`src/rtl/cakegame_input_conditioner.sv`:
```
// Input conditioning for the cake game: 2-flop synchronisers, per-input debounce
// counters, one-hot filtering of the play buttons and press/start pulse generation.
module cakegame_input_conditioner #(
  parameter int N_BUTTONS       = 7,
  parameter int DEBOUNCE_CYCLES = 50000,
  parameter int CNT_WIDTH       = 16
) (
  input  logic                 clock,
  input  logic                 reset,
  input  logic [N_BUTTONS-1:0] botoes_raw,
  input  logic                 jogar_raw,
  output logic [N_BUTTONS-1:0] botoes,
  output logic                 jogar,
  output logic                 pressed,
  output logic                 multiple
);

  localparam int NCH = N_BUTTONS + 1;
  localparam logic [CNT_WIDTH-1:0] CNT_MAX = CNT_WIDTH'(DEBOUNCE_CYCLES - 1);

  logic [NCH-1:0]       raw_all;
  logic [NCH-1:0]       sync1;
  logic [NCH-1:0]       sync2;
  logic [NCH-1:0]       stable;
  logic [CNT_WIDTH-1:0] cnt [NCH];
  logic [N_BUTTONS-1:0] stable_btn;
  logic [N_BUTTONS-1:0] botoes_d;
  logic                 stable_jogar;
  logic                 jogar_d;

  // True when at most one bit of the vector is set.
  function automatic logic zero_or_onehot(input logic [N_BUTTONS-1:0] v);
    return (v & (v - N_BUTTONS'(1))) == '0;
  endfunction

  // The start button rides along as the top channel so every input is treated alike.
  assign raw_all      = {jogar_raw, botoes_raw};
  assign stable_btn   = stable[N_BUTTONS-1:0];
  assign stable_jogar = stable[N_BUTTONS];

  // Two-flop synchroniser for all raw inputs.
  always_ff @(posedge clock or posedge reset) begin
    if (reset) begin
      sync1 <= '0;
      sync2 <= '0;
    end else begin
      sync1 <= raw_all;
      sync2 <= sync1;
    end
  end

  // Per-channel debounce: accept a new level only after it persists for the full window.
  always_ff @(posedge clock or posedge reset) begin
    if (reset) begin
      stable <= '0;
      for (int i = 0; i < NCH; i++) cnt[i] <= '0;
    end else begin
      for (int i = 0; i < NCH; i++) begin
        if (sync2[i] == stable[i]) begin
          cnt[i] <= '0;
        end else if (cnt[i] == CNT_MAX) begin
          stable[i] <= sync2[i];
          cnt[i]    <= '0;
        end else begin
          cnt[i] <= cnt[i] + CNT_WIDTH'(1);
        end
      end
    end
  end

  // Previous-cycle copies used for edge detection.
  always_ff @(posedge clock or posedge reset) begin
    if (reset) begin
      botoes_d <= '0;
      jogar_d  <= 1'b0;
    end else begin
      botoes_d <= botoes;
      jogar_d  <= stable_jogar;
    end
  end

  // Chords of two or more buttons are suppressed rather than passed to the game.
  always_comb begin
    botoes   = '0;
    multiple = 1'b0;
    if (zero_or_onehot(stable_btn)) begin
      botoes   = stable_btn;
      multiple = 1'b0;
    end else begin
      botoes   = '0;
      multiple = 1'b1;
    end
    pressed = (botoes != '0) && (botoes_d == '0);
    jogar   = stable_jogar && !jogar_d;
  end

endmodule

```
`config.mk`:
```
export PLATFORM = sky130hd
export DESIGN_NAME = cakegame_input_conditioner
export DESIGN_NICKNAME = d
export VERILOG_FILES = /design/src/rtl/cakegame_input_conditioner.sv
export SDC_FILE = /design/constraint.sdc
export NUM_CORES = 1
export LEC_CHECK = 0
export CAP_MARGIN = 5
export CORE_MARGIN = 10
export CORE_UTILIZATION = 35
export DETAILED_ROUTE_END_ITERATION = 16
export GPL_TIMING_DRIVEN = 0
export PLACE_DENSITY_LB_ADDON = 0.25
export SYNTH_ARGS = -nofsm -noshare
export SYNTH_HDL_FRONTEND = slang
export SYNTH_SLANG_ARGS = --single-unit
```
`constraint.sdc`:
```
create_clock -name clock -period 6.1 [get_ports clock]
set_input_delay 0.61 -clock clock [delete_from_list [all_inputs] [get_ports clock]]
set_output_delay 0.61 -clock clock [all_outputs]
set_load 0.005 [all_outputs]
```
==> results of run 1 <==
## routing by layer
layer	vias to the layer above	global-route usage [%]
li1	2553	-
met1	2431	15.26
met2	31	16.32
met3	13	2.141
met4	0	4.670
met5	-	0
## registers in the layout, indices dropped and copies added, names as in the netlist
signal,count
cnt,128
sync1,8
stable,8
sync2,8
jogar_d,1
botoes_d,7
## metrics by stage
stage | worst slack, ns | hold WS [ns]
final | 2.497 | 0.3476
after global routing | 2.274 | 0.3546
after CTS | 2.385 | 0.3483
after detailed placement | 2.854 | 0.3355
after global placement | -1.159 | 0.3347
after floorplan | 1.170 | 0.3312
## final cells by class
cell class	count	area [sq um]	area share (%)
Inverter	26	105.1	1.237
Timing Repair Buffer	20	217.7	2.561
Buffer	8	30.03	0.3533
Clock inverter	10	147.6	1.737
Clock buffer	22	474.2	5.579
Sequential cell	160	4004	47.11
Tap cell	270	337.8	3.975
Multi-Input combinational cell	517	3183	37.45
## worst max-delay path: stages (launching register included)
cell             delay [ns]
dfrtp_1                0.49
or4_1                  0.53
or3_1                  0.35
a31oi_1                0.36
and2_1                 0.30
clkdlybuf4s50_1        0.54
## placed cells by master (no fill, tap or decap), types with 10 or more instances in the layout
cell type | Yosys | final
clkdlybuf4s50_1 | 0 | 19
nor2_1 | 136 | 136
xor2_1 | 22 | 22
nand4_1 | 39 | 39
and3_1 | 11 | 11
nand2_1 | 31 | 31
xnor2_1 | 92 | 92
nor3_1 | 35 | 35
nor4bb_1 | 12 | 12
nand3_1 | 43 | 43
nor4_1 | 34 | 34
inv_1 | 26 | 25
dfrtp_1 | 160 | 160
clkbuf_1 | 8 | 10
clkbuf_16 | 0 | 17
## cells by family after synthesis
| group | Yosys count | synth area share, % |
|---|---|---|
| mux | 8 | 1.232 |
| simple gates | 369 | 25.56 |
| buf+inv | 34 | 1.745 |
| xor+xnor | 114 | 13.65 |
| compound gates | 18 | 1.710 |
| flops | 160 | 54.74 |
| fa+ha+maj | 8 | 1.369 |
## worst paths after layout
kind	endpoint	slack (ns)	depth (start not counted)
min	sync2[3]	0.35	0
min reg2reg	sync2[3]	0.35	0
max in group asynchronous	cnt[36]	4.67	3
max	botoes[3]	2.50	5
max reg2reg	cnt[119]	3.91	5
min in group asynchronous	stable[7]	0.57	2
## power by group
group          total [mW]  switching, mW  internal (mW)  leakage (nW)
clock network        1.12          0.438          0.683         0.294
logic              0.0668         0.0450         0.0218         0.900
registers            1.10         0.0160           1.08          2.18
==> flow_summary.yaml, run 1 <==
pwr:
  vdd_drop_max_mv: 0.1256
  pwr_density_cell_nw_per_um2: 268.6
  p_leak_nw: 3.373
  power.total_mw: 2.283
sta:
  slew_headroom_pct: 61.00
  finalHoldViolations: 0
  min_period_over_period_pct: 59.06
  finClkSkew_ns: 0.007439
  finalSetupTns_ns: 0
  setup_viol: 0
  min_period_ns: 3.603
  max_freq_mhz: 277.6
  drv_slew: 0
  tightest_slew_ns: 0.5814
  rsz0062_at_grt: "false"
clocking:
  cts_buffers: 17
  tritoncts: "yes"
  post_cts_buffers: 0
  hold_buffers: 0
  cts.repair.resized: 0
  clk_pin_slew_ns: 0.06
  cts.path.max_buffers: 2
  clkLatencyLatePin_ns: 0.42
  cts_root_buffer: "clkbuf_16"
  clock_sinks: 160
  htree_levels: 4
detailed_routing:
  dr_wl_met3_um: 231
  drtPass1Iterations: 4
  drt_iter0_markers: 282
  top_layer_used: "met4"
  viasPerCell: 4.867
  num_vias: 5028
  wirelength_um: 13500
  drc: 0
  wl_per_cell_um: 13.07
  ant_nets: 0
  wl_met2_um: 6078
  met1_length_um: 7028
logic_synthesis:
  async_flop_share_pct: 100.0
  ys_top_cells_by_count: "dfrtp_1, nor2_1, xnor2_1"
  synth_edf_count: 0
  post_synth_instance_area_sq_um: 7315
  synth_top_area_cell: "dfrtp_1"
  synth-seq-area-share_pct: 54.74
  yosysMostFrequentCell: "dfrtp_1"
  yosys_most_used_dff: "dfrtp_1"
  syn_area_per_cell_sq_um: 10.29
  synthCells: 711
  yosys-top-cells-area: "dfrtp_1, xnor2_1, nor2_1"
  synth-seq-cells: 160
  synth_fp_nets: 729
  synth_warnings: 0
  synth_top_area_share_pct: 54.74
  synth_cell_types: 34
die:
  die_h_um: 164.6
  dieWidth_um: 164.6
  die_area_sq_um: 27080
  core-area_sq_um: 20430
  initial_core_util_pct: 35.80
  io_pins: 20
  rows: 52
layout:
  n_antenna_cell: 0
  fin_util_pct: 41.60
  synthToLayoutAreaGrowth_pct: 16.20
  nets: 768
  fin_area_sq_um: 8499
  n_fill_cell: 1986
  final_cells: 1033
  drive_gt1_share_pct: 6.422
placement:
  gp_congestion: 0.7990
  hpwl_um: 9015
  numPortBuffers: 19
  placed_cells: 1001
  place_area_sq_um: 7878
job:
  cap_violations: 0
worst_setup_path:
  required_ns: 5.49
  endpoint_kind: "primary output"
  cp_data_arrival_time_ns: 2.99
  path_class: "flop to primary output"
  startpoint_type: "flop"
  crit_start: "stable[3]"
  critical_path.max_fanout: 7
  reg2reg_from: "cnt[122]"
min_path:
  holdCritStartpoint: "sync1[3]"
  hold_class: "flop to flop"
grt:
  overflow: 0
  antenna_found_initial: 0
  grtUsageTotal_pct: 10.97
  grt_start_max_net_pins: 121
  first_global_vias: 5114
  grt_pass1_wl_um: 24630
status:
  status: "finished clean"
(Power assumes the default switching activity.)
==> run 2, diff against run 1 <==
==> constraint.sdc (replaced) <==
create_clock -name clock -period 3.69 [get_ports clock]
set_input_delay 0.369 -clock clock [delete_from_list [all_inputs] [get_ports clock]]
set_output_delay 0.369 -clock clock [all_outputs]
set_load 0.005 [all_outputs]
==> run 2 against run 1 <==
Net effect:
- clock skew grew 0.0033 ns
- highest routed layer unchanged
- global-route usage is essentially flat
- combinational power grew 75%
- non-clock buffer count grew 3
- clock-buffer cell count shrank 2
- critical path depth is the same
- worst hold slack lost 0.0080 ns
==> flow_summary.yaml, run 2 (same netlist as run 1, synthesis figures left out) <==
status:
  status: "finished clean"
worst_setup_path:
  startpoint_type: "flop"
  path_class: "flop to primary output"
  cp_data_arrival_time_ns: 3.04
  critical_path.max_fanout: 6
  required_ns: 3.32
  endpoint_kind: "primary output"
sta:
  setup_viol: 0
  max_freq_mhz: 293.4
  slew_headroom_pct: 63.77
  drv_slew: 0
  finalHoldViolations: 0
  tightest_slew_ns: 0.5402
  min_period_ns: 3.409
  min_period_over_period_pct: 92.37
  rsz0062_at_grt: "false"
  finalWorstSetupSlack_ns: 0.2814
  finClkSkew_ns: 0.01071
clocking:
  clk_pin_slew_ns: 0.06
  htree_levels: 4
  cts.repair.resized: 0
  clock_sinks: 160
  clkLatencyLatePin_ns: 0.42
  tritoncts: "yes"
  cts_root_buffer: "clkbuf_16"
  hold_buffers: 0
  cts.path.max_buffers: 2
  post_cts_buffers: 0
  cts_buffers: 17
pwr:
  pwr_density_cell_nw_per_um2: 438.7
  switching_share_pct: 20.45
  p_leak_nw: 3.383
  clkPwrFrac_pct: 48.4
  p_comb_share_pct: 3.1
  power_frac_seq_pct: 48.5
  switchingPower_uw: 764.4
  p_int_mw: 2.973
  vdd_drop_max_mv: 0.2547
layout:
  largest_reg_flops: 128
  n_antenna_cell: 0
  fin_util_pct: 41.70
  synthToLayoutAreaGrowth_pct: 16.47
  final_cell_mix: "dfrtp_1, nor2_1, xnor2_1"
  regMostFlops: "cnt"
  final_common_cell: "dfrtp_1"
  n_fill_cell: 2028
  nets: 771
  drive_gt1_share_pct: 6.184
grt:
  grt_pass1_wl_um: 24430
  first_global_vias: 5024
  grt_start_max_net_pins: 39
  grtUsageTotal_pct: 10.96
  overflow: 0
  antenna_found_initial: 0
die:
  io_pins: 20
  die_h_um: 164.6
  initial_core_util_pct: 35.80
  rows: 52
  core-area_sq_um: 20430
  dieWidth_um: 164.6
  die_area_sq_um: 27080
job:
  cap_violations: 0
detailed_routing:
  wirelength_um: 13750
  wl_per_cell_um: 13.35
  num_vias: 5001
  drc: 0
  drt_iter0_markers: 318
  drtPass1Iterations: 6
  viasPerCell: 4.855
  ant_nets: 0
placement:
  numPortBuffers: 19
  hpwl_um: 9550
  gp_congestion: 0.7731
  pre_cts_ws_ns: 0.6790
min_path:
  hold_class: "primary input to async pin"
run 2: final timing paths:
| kind | from | endpoint | slack, ns | cells after the start |
|---|---|---|---|---|
| max | stable[1] | pressed | 0.28 | 5 |
| min | reset | sync1[7] | 0.34 | 2 |
| max reg2reg | cnt[112] | cnt[122] | 1.55 | 5 |
| min reg2reg | sync1[5] | sync2[5] | 0.35 | 0 |
| max in group asynchronous | reset | sync1[5] | 2.29 | 5 |
| min in group clock | sync1[5] | sync2[5] | 0.35 | 0 |
run 2: cell type report:
cell class / instances / area [sq um] / area share (%)
Buffer: 8 / 30.03 / 0.3525
Clock buffer: 20 / 456.7 / 5.361
Clock inverter: 6 / 136.4 / 1.601
Inverter: 26 / 101.3 / 1.190
Multi-Input combinational cell: 517 / 3183 / 37.36
Sequential cell: 160 / 4004 / 47.00
Tap cell: 270 / 337.8 / 3.965
Timing Repair Buffer: 23 / 270.3 / 3.172
run 2: per-layer routing:
metal / track usage, % / part of all wire (%) / vias up
li1: - / - / 2550
met1: 14.94 / 51 / 2401
met2: 16.65 / 46 / 41
met3: 2.639 / 2.3 / 9
met4: 3.865 / 0.97 / 0
met5: 0 / 0 / -
run 2: through the flow:
stage	instance area, sq um	hold slack [ns]	total power, mW	setup TNS (ns)	instances
after floorplan	7318	0.3312	1.914	0	711
after detailed placement	7926	0.3347	1.964	0	1004
after global placement	7846	0.3350	1.954	-26.17	1000
after global routing	8519	0.3482	3.887	0	1030
after CTS	8519	0.3358	3.801	0	1030
final	8519	0.3396	3.737	0	1030
run 2: worst max-delay path, cell delays in order, from the launching register on:
cell,delay (ns)
dfrtp_1,0.46
or4_1,0.57
or3_1,0.34
and3_1,0.20
a2111oi_2,0.42
clkdlybuf4s50_1,0.63
run 2: power by group through the flow:
stage	logic, mW	registers [mW]	clock network, mW
after floorplan	0.0758	1.84	0
after global placement	0.111	1.84	0
after detailed placement	0.121	1.84	0
after CTS	0.123	1.81	1.87
after global routing	0.139	1.82	1.93
final	0.117	1.81	1.81
==> run 3, diff against run 2 <==
--- a/config.mk
+++ b/config.mk
@@ -6,7 +6,7 @@
 export NUM_CORES = 1
 export LEC_CHECK = 0
 export CAP_MARGIN = 5
-export CORE_MARGIN = 10
+export CORE_MARGIN = 1
 export CORE_UTILIZATION = 35
 export DETAILED_ROUTE_END_ITERATION = 16
 export GPL_TIMING_DRIVEN = 0
==> run 3 against run 2 <==
Net effect:
- sequential share of layout area increased by 0.14 points
- utilization about the same
- first-iteration DRC count decreased by 32%
- worst hold slack improved by 0.0082 ns
- critical path depth unchanged
- clock skew decreased by 0.00074 ns
- final cell count increased by 0.58%
- register-to-register slack about the same
- clock power decreased by 8%
- sequential power about the same
- via count increased by 0.64%
==> flow_summary.yaml, run 3 (same netlist as run 1, synthesis figures left out) <==
grt:
  antenna_found_initial: 0
  overflow: 0
  first_global_vias: 4789
  grtUsageTotal_pct: 13.41
  grt_start_max_net_pins: 36
  grt_pass1_wl_um: 23370
placement:
  numPortBuffers: 19
  gp_congestion: 0.7648
  place_area_sq_um: 7926
  hpwl_um: 9036
worst_setup_path:
  cp_data_arrival_time_ns: 2.93
  crit_start: "stable[3]"
  slowest_stage: "clkdlybuf4s50_1"
  cp_slowest_stage_delay_ns: 0.54
  path_class: "flop to primary output"
  startpoint_type: "flop"
  critical_path.max_fanout: 7
  endpoint_kind: "primary output"
  path_cells: "or4_1 > or3_1 > a31oi_1 > and2_1 > clkdlybuf4s50_1"
  required_ns: 3.32
  reg2reg_from: "cnt[112]"
pwr:
  switchingPower_uw: 843.2
  power_frac_seq_pct: 50.3
  p_comb_share_pct: 3.2
  p_int_mw: 2.755
  vdd_drop_max_mv: 0.2640
  p_leak_nw: 3.367
  pwr_density_cell_nw_per_um2: 423.6
  clkPwrFrac_pct: 46.4
  switching_share_pct: 23.43
min_path:
  holdCritStartpoint: "sync1[0]"
  hold_class: "flop to flop"
sta:
  finalHoldViolations: 0
  tightest_slew_ns: 0.7701
  drv_slew: 0
  finalSetupTns_ns: 0
  rsz0062_at_grt: "false"
  max_freq_mhz: 302.8
  slew_headroom_pct: 48.55
  min_period_ns: 3.302
  setup_viol: 0
  min_period_over_period_pct: 89.49
  finClkSkew_ns: 0.009966
layout:
  drive_gt1_share_pct: 7.050
  multi_input_area_sq_um: 3183
  final_cell_mix: "dfrtp_1, nor2_1, xnor2_1"
  synthToLayoutAreaGrowth_pct: 16.13
  regMostFlops: "cnt"
  n_antenna_cell: 0
  fin_area_sq_um: 8494
  register_area_sq_um: 4004
  n_fill_cell: 1973
  largest_reg_flops: 128
  nets: 771
  final_common_cell: "dfrtp_1"
clocking:
  post_cts_buffers: 0
  htree_levels: 4
  clock_sinks: 160
  hold_buffers: 0
  cts_buffers: 17
  clk_pin_slew_ns: 0.06
  tritoncts: "yes"
  cts.path.max_buffers: 2
  cts.repair.resized: 0
  cts_root_buffer: "clkbuf_16"
  clkLatencyLatePin_ns: 0.41
detailed_routing:
  drtPass1Iterations: 4
  wl_per_cell_um: 12.77
  viasPerCell: 4.858
  wirelength_um: 13230
  num_vias: 5033
  ant_nets: 0
  drc: 0
  drt_iter0_markers: 217
status:
  status: "finished clean"
die:
  die_area_sq_um: 21480
  dieWidth_um: 146.6
  die_h_um: 146.6
  initial_core_util_pct: 35.92
  core-area_sq_um: 20360
  rows: 52
  io_pins: 20
job:
  cap_violations: 0
run 3: changes by cell type in the layout (fill, tap and decap cells not counted), moves of 2 or more:
cell        change
clkinvlp_4      +3
inv_6           +2
bufinv_16       -4
clkinv_4        +2
inv_8           +2
run 3: metal layers:
metal | vias to the layer above | GRT usage, % | part of all wire [%]
met1 | 2420 | 18.40 | 50
met2 | 41 | 20.95 | 46
li1 | 2562 | - | -
met5 | - | 0 | 0
met3 | 10 | 3.094 | 2.4
met4 | 0 | 4.219 | 1.2
run 3: metrics by stage:
stage / utilization [%] / hold WS (ns) / power (mW) / std cells / worst slack [ns]
after floorplan: - / 0.3312 / 1.914 / 711 / 1.292
after global placement: 38.53 / 0.3350 / 1.955 / 1000 / -0.1678
after detailed placement: 38.92 / 0.3347 / 1.966 / 1004 / 0.7821
after CTS: 41.71 / 0.3497 / 3.668 / 1036 / 0.3208
after global routing: 41.71 / 0.3543 / 3.749 / 1036 / 0.2010
final: 41.71 / 0.3477 / 3.599 / 1036 / 0.3877
run 3: cell type report:
type                       instances  share of cell area, %
clock inverter                    12                  1.193
multi-input combinational        517                  37.47
sequential                       160                  47.14
buffer                             8                 0.3535
timing repair buffer              23                  3.182
clock buffer                      20                  5.494
inverter                          26                  1.193
tap                              270                  3.977
run 3: worst max-delay path, delay by kind of cell, from the launching register on:
family | cells | cell delay [ns]
and+or+nand+nor | 3 | 1.11
buffers and inverters | 1 | 0.54
AOI/OAI and AO/OA | 1 | 0.38
DFF | 1 | 0.48
run 3: power by group through the flow:
stage / registers [mW] / clock network [mW] / logic [mW]
after floorplan: 1.84 / 0 / 0.0758
after global placement: 1.84 / 0 / 0.111
after detailed placement: 1.84 / 0 / 0.122
after CTS: 1.81 / 1.73 / 0.123
after global routing: 1.81 / 1.80 / 0.136
final: 1.81 / 1.67 / 0.116
run 3: final timing paths:
| path | depth (start not counted) | slack (ns) | end |
|---|---|---|---|
| setup / recovery | 5 | 0.39 | botoes[3] |
| hold / removal | 0 | 0.35 | sync2[0] |
| setup reg to reg | 5 | 1.56 | cnt[126] |
| hold reg to reg | 0 | 0.35 | sync2[0] |
| max in group asynchronous | 5 | 2.17 | sync1[0] |
| min in group asynchronous | 2 | 0.43 | sync1[1] |
